===== src/rtl/mips_pkg.sv =====
// Shared MIPS pipeline encodings: writeback source select and load type codes.
// Every stage that decodes or consumes these fields imports them from here.
package mips_pkg;

    localparam int XLEN = 32;
    localparam int REGW = 5;

    localparam logic [1:0] WB_ALU  = 2'd0;
    localparam logic [1:0] WB_LOAD = 2'd1;
    localparam logic [1:0] WB_LINK = 2'd2;
    localparam logic [1:0] WB_RSVD = 2'd3;

    localparam logic [2:0] LD_LW  = 3'd0;
    localparam logic [2:0] LD_LH  = 3'd1;
    localparam logic [2:0] LD_LHU = 3'd2;
    localparam logic [2:0] LD_LB  = 3'd3;
    localparam logic [2:0] LD_LBU = 3'd4;

    function automatic logic ld_type_reserved(input logic [2:0] t);
        return t > LD_LBU;
    endfunction

endpackage


===== src/rtl/mem_wb_stage_load_align.sv =====
// Load extraction and alignment check: picks the byte/halfword out of the raw
// memory word, extends it, and flags misaligned or reserved load types.
module load_align
    import mips_pkg::*;
(
    input  logic [2:0]      load_type_i,
    input  logic [1:0]      offset_i,
    input  logic [XLEN-1:0] word_i,
    output logic [XLEN-1:0] data_o,
    output logic            misalign_o,
    output logic            reserved_o
);

    logic [15:0] half;
    logic [7:0]  byte_sel;

    always_comb begin
        half = offset_i[1] ? word_i[31:16] : word_i[15:0];
        case (offset_i)
            2'd0:    byte_sel = word_i[7:0];
            2'd1:    byte_sel = word_i[15:8];
            2'd2:    byte_sel = word_i[23:16];
            default: byte_sel = word_i[31:24];
        endcase
    end

    always_comb begin
        data_o     = '0;
        misalign_o = 1'b0;
        reserved_o = ld_type_reserved(load_type_i);
        case (load_type_i)
            LD_LW: begin
                data_o     = word_i;
                misalign_o = (offset_i != 2'd0);
            end
            LD_LH: begin
                data_o     = {{16{half[15]}}, half};
                misalign_o = offset_i[0];
            end
            LD_LHU: begin
                data_o     = {16'h0000, half};
                misalign_o = offset_i[0];
            end
            LD_LB:   data_o = {{24{byte_sel[7]}}, byte_sel};
            LD_LBU:  data_o = {24'h000000, byte_sel};
            default: data_o = '0;
        endcase
    end

endmodule


===== src/rtl/mem_wb_stage.sv =====
// MEM/WB pipeline register: captures the fully selected and extended writeback
// value so the regfile write and forwarding paths come straight from flops.
module mem_wb_stage
    import mips_pkg::*;
(
    input  logic            clock,
    input  logic            reset,
    input  logic            mem_valid,
    input  logic            mem_RegWrite,
    input  logic [REGW-1:0] mem_WriteAddr,
    input  logic [1:0]      mem_WbSel,
    input  logic [2:0]      mem_LoadType,
    input  logic [XLEN-1:0] mem_AluResult,
    input  logic [XLEN-1:0] mem_LoadData,
    input  logic [XLEN-1:0] mem_PcPlus8,
    input  logic            stall,
    input  logic            flush,
    output logic            RegWrite,
    output logic [REGW-1:0] WriteAddr,
    output logic [XLEN-1:0] WriteData,
    output logic            wb_valid,
    output logic            wb_misalign,
    output logic [XLEN-1:0] instret
);

    logic [XLEN-1:0] ld_data;
    logic            ld_misalign;
    logic            ld_reserved;

    logic            regwrite_d, regwrite_q;
    logic [XLEN-1:0] data_d, data_q;
    logic            misalign_d, misalign_q;
    logic [REGW-1:0] addr_q;
    logic            valid_q;
    logic [XLEN-1:0] instret_q;
    logic            is_load;
    logic            reserved;

    load_align u_load_align (
        .load_type_i (mem_LoadType),
        .offset_i    (mem_AluResult[1:0]),
        .word_i      (mem_LoadData),
        .data_o      (ld_data),
        .misalign_o  (ld_misalign),
        .reserved_o  (ld_reserved)
    );

    // A reserved code in either select field suppresses the write and zeroes the data.
    always_comb begin
        is_load  = (mem_WbSel == WB_LOAD);
        reserved = (mem_WbSel == WB_RSVD) || ld_reserved;

        case (mem_WbSel)
            WB_ALU:  data_d = mem_AluResult;
            WB_LOAD: data_d = ld_data;
            WB_LINK: data_d = mem_PcPlus8;
            default: data_d = '0;
        endcase
        if (reserved) begin
            data_d = '0;
        end

        misalign_d = mem_valid && is_load && ld_misalign;
        regwrite_d = mem_valid && mem_RegWrite && (mem_WriteAddr != '0)
                     && !misalign_d && !reserved;
    end

    always_ff @(posedge clock or negedge reset) begin
        if (!reset) begin
            regwrite_q <= 1'b0;
            addr_q     <= '0;
            data_q     <= '0;
            valid_q    <= 1'b0;
            misalign_q <= 1'b0;
            instret_q  <= '0;
        end else if (flush) begin
            valid_q    <= 1'b0;
            regwrite_q <= 1'b0;
            misalign_q <= 1'b0;
        end else if (stall) begin
            misalign_q <= 1'b0;
        end else begin
            regwrite_q <= regwrite_d;
            addr_q     <= mem_WriteAddr;
            data_q     <= data_d;
            valid_q    <= mem_valid;
            misalign_q <= misalign_d;
            if (mem_valid) begin
                instret_q <= instret_q + 32'd1;
            end
        end
    end

    assign RegWrite    = regwrite_q;
    assign WriteAddr   = addr_q;
    assign WriteData   = data_q;
    assign wb_valid    = valid_q;
    assign wb_misalign = misalign_q;
    assign instret     = instret_q;

endmodule


===== config.mk =====
export PLATFORM = sky130hd
export DESIGN_NAME = mem_wb_stage
export DESIGN_NICKNAME = d
export VERILOG_FILES = /design/src/rtl/mips_pkg.sv /design/src/rtl/mem_wb_stage_load_align.sv /design/src/rtl/mem_wb_stage.sv
export SDC_FILE = /design/constraint.sdc
export NUM_CORES = 1
export LEC_CHECK = 0
export BUFFER_PORTS_ARGS = -buffer_cell sky130_fd_sc_hd__clkbuf_2
export CAP_MARGIN = 30
export CORE_ASPECT_RATIO = 1.75
export CORE_MARGIN = 2
export CORE_UTILIZATION = 45
export CTS_BUF_LIST = sky130_fd_sc_hd__clkbuf_2 sky130_fd_sc_hd__clkbuf_4 sky130_fd_sc_hd__clkbuf_8
export DETAILED_ROUTE_END_ITERATION = 10
export GPL_TIMING_DRIVEN = 1
export PLACE_DENSITY = 0.88
export SYNTH_ARGS = -nofsm -noshare
export SYNTH_HDL_FRONTEND = slang
export SYNTH_SLANG_ARGS = --single-unit

===== constraint.sdc =====
create_clock -name clock -period 1.75 [get_ports clock]
set_input_delay 0.4375 -clock clock [delete_from_list [all_inputs] [get_ports clock]]
set_output_delay 0.4375 -clock clock [all_outputs]
set_load 0.03 [all_outputs]

### Word level (Yosys, flattened, before mapping)

Index checks and enable logic that the tools add are counted.

| word-level totals | value |
|---|---|
| word-level logic and storage cells | 49 |
| register bits after elaboration | 72 |
| memories | 0 |
| bits of input ports | 112 |
| memory bits (writable) | 0 |
| ROM bits | 0 |
| output and inout bits | 72 |
| latch bits | 0 |

| operators by class | value |
|---|---|
| equality and inequality tests | 10 |
| add/sub/neg operators | 1 |
| shifts and indexed selects | 0 |
| reduce and logical (&&, ||, !) cells | 17 |
| multiplexer cells | 12 |
| divide/modulo/power cells | 0 |
| multiply operators | 0 |
| bitwise logic cells | 2 |
| order comparisons | 1 |

Operators by type and width:

| kind | count |
|---|---|
| case mux 32 bit (5 select lines) | 1 |
| case mux 32 bit (3 select lines) | 1 |
| adder 32 x 1 -> 32 bit, second input constant | 1 |
| 2-to-1 mux 32 bit | 1 |
| case mux 8 bit (3 select lines) | 1 |
| 2-to-1 mux 16 bit | 1 |
| equality test 2 bit, second input constant | 3 |
| equality test 3 x 2 -> 1 bit, second input constant | 2 |
| logical AND 1 bit | 6 |
| 2-to-1 mux 1 bit | 6 |
| nonzero test 5 bit | 1 |
| equality test 2 x 1 -> 1 bit, second input constant | 2 |
| zero test 2 bit | 2 |
| equality test 3 x 1 -> 1 bit, second input constant | 1 |
| equality test 3 bit, second input constant | 1 |
| > comparator 3 bit, second input constant | 1 |
| zero test 3 bit | 1 |
| AND reduction 3 bit | 1 |
| zero test 1 bit | 2 |
| inequality test 2 x 1 -> 1 bit, second input constant | 1 |
| NOT 1 bit | 2 |
| case mux 1 bit (2 select lines) | 1 |
| AND reduction 2 bit | 1 |
| nonzero test 2 bit | 1 |
| other kinds (2) | 2 |

### Depth between registers and ports, before layout

Gate-level depths: netlist (run 1).

| depth | value |
|---|---|
| word-level depth | 9 |
| depth in mapped cells | 7 |
| mapped depth without buffers | 5 |

### Hierarchy

Synthesis (run 1) repeated with hierarchy kept, for this count alone.

| second synthesis, totals | value |
|---|---|
| cells, all modules | 489 |
| area, all modules | 4548.1 um^2 |

Modules (own cells, without submodules):

| module | instances | area an instance (um^2) | cells each | sequential area each (um^2) |
|---|---|---|---|---|
| mem_wb_stage | 1 | 3574.7 | 345 | 1801.7 |
| load_align | 1 | 973.4 | 144 | 0.0 |

### Worst setup path before layout (run 1)

Ideal clock, no wire load.

| timing | value |
|---|---|
| path kind | input to register |
| start point | input port mem_AluResult[0] |
| end point | register data_q[22], in the netlist WriteData[22] |
| data required time | 1.608 ns |
| arrival time | 1.828 ns |
| cell stages on the path | 6 |
| path slack | -0.220 ns |
| library setup time | 0.142 ns |
| path buffers | 2 |
| path through | buf_6 -> mux4_2 -> mux2_4 -> buf_6 -> a22oi_1 -> o221ai_1 |

| between the ends | value |
|---|---|
| word-level cells in the longest chain between the ends | 5 |
| elaborated cells on any way between the ends | 7 |
| those cells by class | eq/ne: 2; mux: 4; reduce/logical: 1 |

Ends and longest elaborated chain:

| item | RTL line | RTL |
|---|---|---|
| start: declaration | mem_wb_stage.sv:13 | `input logic [XLEN-1:0] mem_AluResult,` |
| equality test 2 bit (tied with other cells) | mem_wb_stage_load_align.sv:19 | `case (offset_i)` |
| case mux 8 bit (3 select lines) (*) | mem_wb_stage_load_align.sv:19 |  |
| case mux 32 bit (5 select lines) (*) | mem_wb_stage_load_align.sv:31 | `case (load_type_i)` |
| case mux 32 bit (3 select lines) (*) | mem_wb_stage.sv:53 | `case (mem_WbSel)` |
| 2-to-1 mux 32 bit (*) | mem_wb_stage.sv:59 | `if (reserved) begin` |
| end signal: assignment | mem_wb_stage.sv:85 | `data_q <= data_d;` |
| end: declaration | mem_wb_stage.sv:31 | `logic [XLEN-1:0] data_d, data_q;` |

Mark *: on every way between the ends. The rest lies on a longest branch, timed or not.
A chain may end at the register's enable or synchronous reset.

### Final worst setup path (run 1)

| timing | value |
|---|---|
| start point | register instret_q[12], in the netlist instret[12] |
| end point | register instret_q[24], in the netlist instret[24] |

| between the ends | value |
|---|---|
| word-level cells in the longest chain between the ends | 1 |

Ends and longest elaborated chain:

| item | RTL line | RTL |
|---|---|---|
| start: declaration | mem_wb_stage.sv:35 | `logic [XLEN-1:0] instret_q;` |
| start signal: assignment | mem_wb_stage.sv:89 | `instret_q <= instret_q + 32'd1;` |
| adder 32 x 1 -> 32 bit | mem_wb_stage.sv:89 |  |

No other way between the ends.

==> impl_results.md, run 1 <==
* Mean post-synth cell area at 9.90 um^2
* Crit path DAT at 1.86 ns
* Status: finished, final reports clean
* Critical path class: flip-flop to flip-flop
* Relative slew slack at 0.670
* # DRC at 0
* Finished Layout Cells at 755
* End-of-flow core utilization at 0.620
* Area delta synth->final at 36.1%
* Pre-antenna DRT Iters at 7
* Fmax at 614 MHz
* GP Congestion at 0.907
* Die Wd at 77.5 um
* Pre-CTS WS at -0.263 ns
* Final WL at 14,500 um
* Max layer used: met4
* Root Driver: clkbuf_8
* CTS resizes at 0
* Post-Place Cells at 740
* Most frequent cells in the layout: clkbuf_2 (182), dfrtp_1 (71), nand2_1 (69)
* Fraction of registers with async set/reset at 1.00
* Final Cycle Share at 0.931
* Final-layout fill cell count at 767
* Initial antenna violation count at 0
* Worst hold slack at 0.0932 ns
* Final setup viols at 0
* Clock sinks at 72
* I/O Buffers at 183
* Final hold vios at 0
* # IOs at 184
* VDD IR max at 0.492 mV
* Synthesized Nets at 543
* Power per cell area at 796 nW/um^2
* Clock buffer count from CTS at 9
* CTS max path bufs at 2
* Via density at 5.96
* Rows at 47
* Vias in the first global route at 4,641
* Detailed placement HPWL at 11,300 um
* Wirelength per Cell at 19.2 um
* Share of cells above drive strength 1 at 0.400
* RSZ-0062 raised after global routing: false
* Netlist cell types at 45
* Leakage at 2.92 nW
* Min Tclk post-route at 1.63 ns
* Die Y-Extent at 133 um
* Most common cell after layout, fill and taps aside: clkbuf_2
* Number of max-cap violations at 0
* Register Area at 1800 um^2
* Starting density of the core at 0.456
* H-tree level count at 3
* Worst-Margin Slew at 0.494 ns
* Iteration-0 DRC Markers at 308
* Number of flops mapped to enable cells by yosys at 0
* Largest net degree at the start of global routing at 73
* Worst EP required at 1.98 ns
* Die ar. at 10,300 um^2
* Seq cells post-synth at 72
* # nets final at 742
* Number of setup buffers added after CTS at 0
* Worst-path clk slew at 0.09 ns
* Total Power at 4.61 mW
* Sequential area share after synthesis at 0.423
* Inserted Diodes at 0
* Endpoint type of the worst setup path: flip-flop
* Number of routed nets with antenna violations at 0
* Post-Synthesis Cells at 430
* Cts hold-fix bufs at 0
* Met1 WL at 4820 um
* GRT Resource Usage Total at 0.284
* Max Slew Vio Count at 0
* Hold Crit Class: input port to asynchronous set/reset pin
* Total vias in the final route at 4,503
* Post-Synthesis Cell Area at 4260 um^2
* Layout Skew at 0.00765 ns
* Overflow after GRT at 0
* First-pass GRT wire length at 22,900 um
* CTS tree: yes
* Post-route worst setup slack at 0.121 ns
* WL met3 at 959 um
* Synth Flop Type: dfrtp_1
* Area occupied by multi-input gates at 2350 um^2
* Area of the core at 9350 um^2
* Met2 WL post-DR at 7960 um
* Worst-Skew Late Latency at 0.35 ns
* Crit path max fanout at 6
* Critical Path Source Type: flip-flop
* Yosys warnings at 0
## through the flow
stage / TNS [ns] / cell area [um^2]
6_report: 0 / 5800
4_1_cts: 0 / 5800
5_1_grt: 0 / 5800
3_5_place_dp: -3.46 / 5580
3_3_place_gp: -2.26 / 5580
2_1_floorplan: -2.08 / 4350
## cell type report
type	instances	share of cell area
Multi-Input combinational cell	321	0.406
Sequential cell	72	0.311
Timing Repair Buffer	220	0.217
Tap cell	122	0.0263
Clock buffer	10	0.0227
Clock inverter	5	0.0140
Inverter	5	0.00324
## where the power goes
group          switching [mW]  leakage, nW  internal (mW)
registers               0.121        0.969           1.80
logic                   0.768         1.85          0.474
clock network           0.631        0.106          0.814
total                    1.52         2.92           3.09
## path summary, 6_finish.rpt
path | startpoint | to | slack, ns | cells after the start
max | instret[12] | instret[24] | 0.12 | 4
min | reset | WriteData[21] | 0.09 | 2
max reg2reg | instret[12] | instret[24] | 0.12 | 4
min reg2reg | WriteAddr[4] | WriteAddr[4] | 0.48 | 2
max in group asynchronous | reset | instret[6] | 1.29 | 2
min in group clock | flush | wb_valid | 0.29 | 2
## kinds of logic (layout without fill, tap and decap cells)
family | after synthesis | in the layout | synth area share
flops | 72 | 72 | 0.423
fa+ha+maj | 1 | 1 | 0.00294
buf+inv | 37 | 240 | 0.0391
simple gates | 150 | 150 | 0.165
compound gates | 93 | 93 | 0.167
mux | 45 | 45 | 0.137
xor+xnor | 32 | 32 | 0.0658
## critical path, stage by stage (launching register included)
cell and delay [ns]:
dfrtp_1 0.45, nand4_1 0.25, nor2_1 0.45, nand4_1 0.21
xnor2_1 0.16
## sequential cells by signal, indices dropped and copies added (netlist names)
| register | flops |
|---|---|
| wb_misalign | 1 |
| WriteAddr | 5 |
| wb_valid | 1 |
| WriteData | 32 |
| instret | 32 |
| RegWrite | 1 |
## layer usage
metal | track usage | vias to the layer above
met5 | 0 | -
met4 | 0.165 | 0
met3 | 0.0539 | 48
met2 | 0.536 | 257
met1 | 0.282 | 2181
li1 | - | 2017
## cells in the mapped netlist, drive strengths merged (8+ instances only)
library cell / count / area share
a22oi: 17 / 0.030
and3: 9 / 0.013
buf: 10 / 0.015
clkbuf: 22 / 0.020
dfrtp: 72 / 0.42
mux2i: 34 / 0.080
mux4: 8 / 0.048
nand2: 69 / 0.061
nand3: 16 / 0.019
nand4: 14 / 0.021
nor2: 17 / 0.015
nor3: 9 / 0.011
o21ai: 19 / 0.022
o221ai: 16 / 0.033
xnor2: 23 / 0.047
xor2: 9 / 0.019
Note: power is estimated with default switching activity, not from simulation.
==> run 2: changes to the inputs <==
--- a/config.mk
+++ b/config.mk
@@ -9,11 +9,11 @@
 export CAP_MARGIN = 30
 export CORE_ASPECT_RATIO = 1.75
 export CORE_MARGIN = 2
-export CORE_UTILIZATION = 45
+export CORE_UTILIZATION = 50
 export CTS_BUF_LIST = sky130_fd_sc_hd__clkbuf_2 sky130_fd_sc_hd__clkbuf_4 sky130_fd_sc_hd__clkbuf_8
 export DETAILED_ROUTE_END_ITERATION = 10
 export GPL_TIMING_DRIVEN = 1
-export PLACE_DENSITY = 0.88
+export PLACE_DENSITY = 0.92
 export SYNTH_ARGS = -nofsm -noshare
 export SYNTH_HDL_FRONTEND = slang
 export SYNTH_SLANG_ARGS = --single-unit
==> constraint.sdc (replaced) <==
create_clock -name clock -period 1.8 [get_ports clock]
set_input_delay 0.18 -clock clock [delete_from_list [all_inputs] [get_ports clock]]
set_output_delay 0.18 -clock clock [all_outputs]
set_load 0.03 [all_outputs]
==> run 2 against run 1 <==
  * Clock power is 3% higher
  * Count of clock-buffer cells in the layout stayed put
  * Sequential power is 3% lower
  * Clock skew hardly changed
  * Critical path type unchanged
==> impl_results.md, run 2 (synthesis gave the netlist of run 1 again) <==
* Leakage at 2.83 nW (-3.0%)
* Overflow after GRT at 0 (unchanged)
* RSZ-0062 raised after global routing: false
* Final Cycle Share at 0.949 (+0.0181)
* Critical Path Source Type: flip-flop
* VDD IR max at 0.689 mV (+40%)
* Worst-path clk slew at 0.08 ns (about the same)
* Area of the core at 8310 um^2 (-11%)
* Hold Crit Class: input port to flip-flop
* Layout Skew at 0.00773 ns (+0.0000778 ns)
* Status: finished, final reports clean
* Share of cells above drive strength 1 at 0.367 (-0.0324)
* Clock sinks at 72 (unchanged)
* Post-route worst setup slack at 0.0917 ns (-0.0291 ns)
* Setup_tns at 0 ns (unchanged)
* Detailed placement HPWL at 10,900 um (-3.7%)
* Largest net degree at the start of global routing at 39 (-47%)
* Die Y-Extent at 126 um (-5.0%)
* Initial antenna violation count at 0 (unchanged)
* Rows at 44 (-6.4%)
* # nets final at 726 (-2.2%)
* Power per cell area at 804 nW/um^2 (+1.1%)
* Wirelength per Cell at 19.0 um (-1.1%)
* Worst-Skew Late Latency at 0.35 ns (about the same)
* Worst-Margin Slew at 0.537 ns (+0.0428 ns)
* Worst EP required at 2.08 ns (+0.10 ns)
* Most frequent cells in the layout: clkbuf_2 (182), dfrtp_1 (71), nand2_1 (69)
* Clock Power Share at 0.329 (+0.016)
* Crit path max fanout at 6 (unchanged)
* Max Slew Vio Count at 0 (unchanged)
* GRT Resource Usage Total at 0.303 (+0.0189)
* Root Driver: clkbuf_8
* # IOs at 184 (unchanged)
* Final WL at 13,900 um (-4.0%)
* Endpoint type of the worst setup path: flip-flop
* Starting density of the core at 0.512 (+0.0568)
* Vias in the first global route at 4,475 (-3.6%)
* Relative slew slack at 0.642 (-0.0285)
* Critical path class: flip-flop to flip-flop
* Area delta synth->final at 31.5%
* First-pass GRT wire length at 21,600 um (-5.5%)
* Worst reg2reg path endpoint: instret[16]
* Die Wd at 73.8 um (-4.9%)
* Crit path DAT at 1.98 ns (+0.12 ns)
* CTS resizes at 0 (unchanged)
* Pre-antenna DRT Iters at 5 (-2)
* Number of max-cap violations at 0 (unchanged)
* Worst Setup EP: instret[16]
* Worst r2r src: instret[0]
* Fmax at 585 MHz (-4.6%)
* Min Tclk post-route at 1.71 ns (+0.0791 ns)
* Internal at 3.01 mW (-2.7%)
* CTS tree: yes
* Total vias in the final route at 4,376 (-2.8%)
* Crit. Startpoint: instret[0]
* Post-Place Cells at 716 (-3.2%)
* Sequential share of power at 0.416 (about the same)
* Net Sw Power at 1.50 mW (-1.5%)
* H-tree level count at 3 (unchanged)
* Switch share at 0.332 (+0.00268)
* Reg2Reg Setup Slack at 0.09 ns (-0.03 ns)
* # DRC at 0 (unchanged)
* GP Congestion at 0.911 (+0.49%)
* CTS max path bufs at 2 (unchanged)
* Via density at 5.97 (about the same)
* I/O Buffers at 183 (unchanged)
* Reg2Reg Depth at 5 (+1)
* Number of setup buffers added after CTS at 0 (unchanged)
* Final setup viols at 0 (unchanged)
* Combinational fraction of design power at 0.255 (-0.014)
* Final hold vios at 0 (unchanged)
* Finished Layout Cells at 733 (-2.9%)
* Most common cell after layout, fill and taps aside: clkbuf_2
* Inserted Diodes at 0 (unchanged)
* Iteration-0 DRC Markers at 515 (+67%)
* Clock buffer count from CTS at 9 (unchanged)
* Die ar. at 9300 um^2 (-9.6%)
* Number of routed nets with antenna violations at 0 (unchanged)
* Pre-CTS WS at 0.0218 ns (+0.285 ns)
run 2: cell types whose count changed in the layout (fill, tap and decap cells not counted), sizes merged:
cell,change
inv,+1
dlygate4sd3,+1
buf,-17
run 2: worst min path at each step:
stage / slack [ns] / depth (start not counted) / endpoint / from
after floorplan: -0.12 / 0 / RegWrite / reset
after global placement: 0.17 / 1 / WriteAddr[3] / reset
after detailed placement: 0.17 / 1 / WriteAddr[3] / reset
after CTS: 0.008 / 2 / wb_valid / flush
after global routing: 0.03 / 2 / wb_valid / flush
final: 0.02 / 2 / wb_valid / flush
run 2: area by class of cell:
| class | instances | area (um^2) |
|---|---|---|
| clock inverters | 6 | 90.1 |
| fillers | 638 | 2710 |
| clock buffers | 10 | 138 |
| inverters | 5 | 18.8 |
| well taps | 115 | 144 |
| repair buffers | 204 | 1100 |
| multi-input cells | 321 | 2300 |
| flip-flops and latches | 72 | 1800 |
run 2: per-stage QoR:
| stage | hold WS [ns] | power [mW] | utilization | cell area (um^2) |
|---|---|---|---|---|
| after floorplan | -0.116 | 2.58 | - | 4270 |
| after global placement | 0.165 | 3.00 | 0.645 | 5360 |
| after detailed placement | 0.173 | 3.05 | 0.645 | 5360 |
| after CTS | 0.00790 | 4.52 | 0.674 | 5600 |
| after global routing | 0.0338 | 4.68 | 0.674 | 5600 |
| final | 0.0191 | 4.50 | 0.674 | 5600 |
run 2: layer usage:
| layer | vias to the layer above | global-route usage | part of all wire |
|---|---|---|---|
| met5 | - | 0 | 0 |
| met4 | 0 | 0.181 | 0.058 |
| met3 | 61 | 0.0664 | 0.080 |
| met2 | 277 | 0.503 | 0.51 |
| met1 | 2055 | 0.347 | 0.35 |
| li1 | 1983 | - | - |
run 2: power groups by stage:
stage	combinational, mW	sequential (mW)	clock, mW
2_1_floorplan	0.416	2.16	0
3_3_place_gp	1.10	1.90	0
3_5_place_dp	1.15	1.91	0
4_1_cts	1.15	1.87	1.49
5_1_grt	1.24	1.89	1.55
6_report	1.15	1.87	1.48
run 2: worst max-delay path: stages (launching register included):
cell     delay [ns]
dfrtp_1        0.43
ha_1           0.18
and2_1         0.17
nand4_1        0.31
nor3_1         0.35
xor2_1         0.18
run 2: timing repair:
action	CTS	global route
hold endpoints to repair	34	0
setup endpoints to repair	0	0
hold buffers	1	0
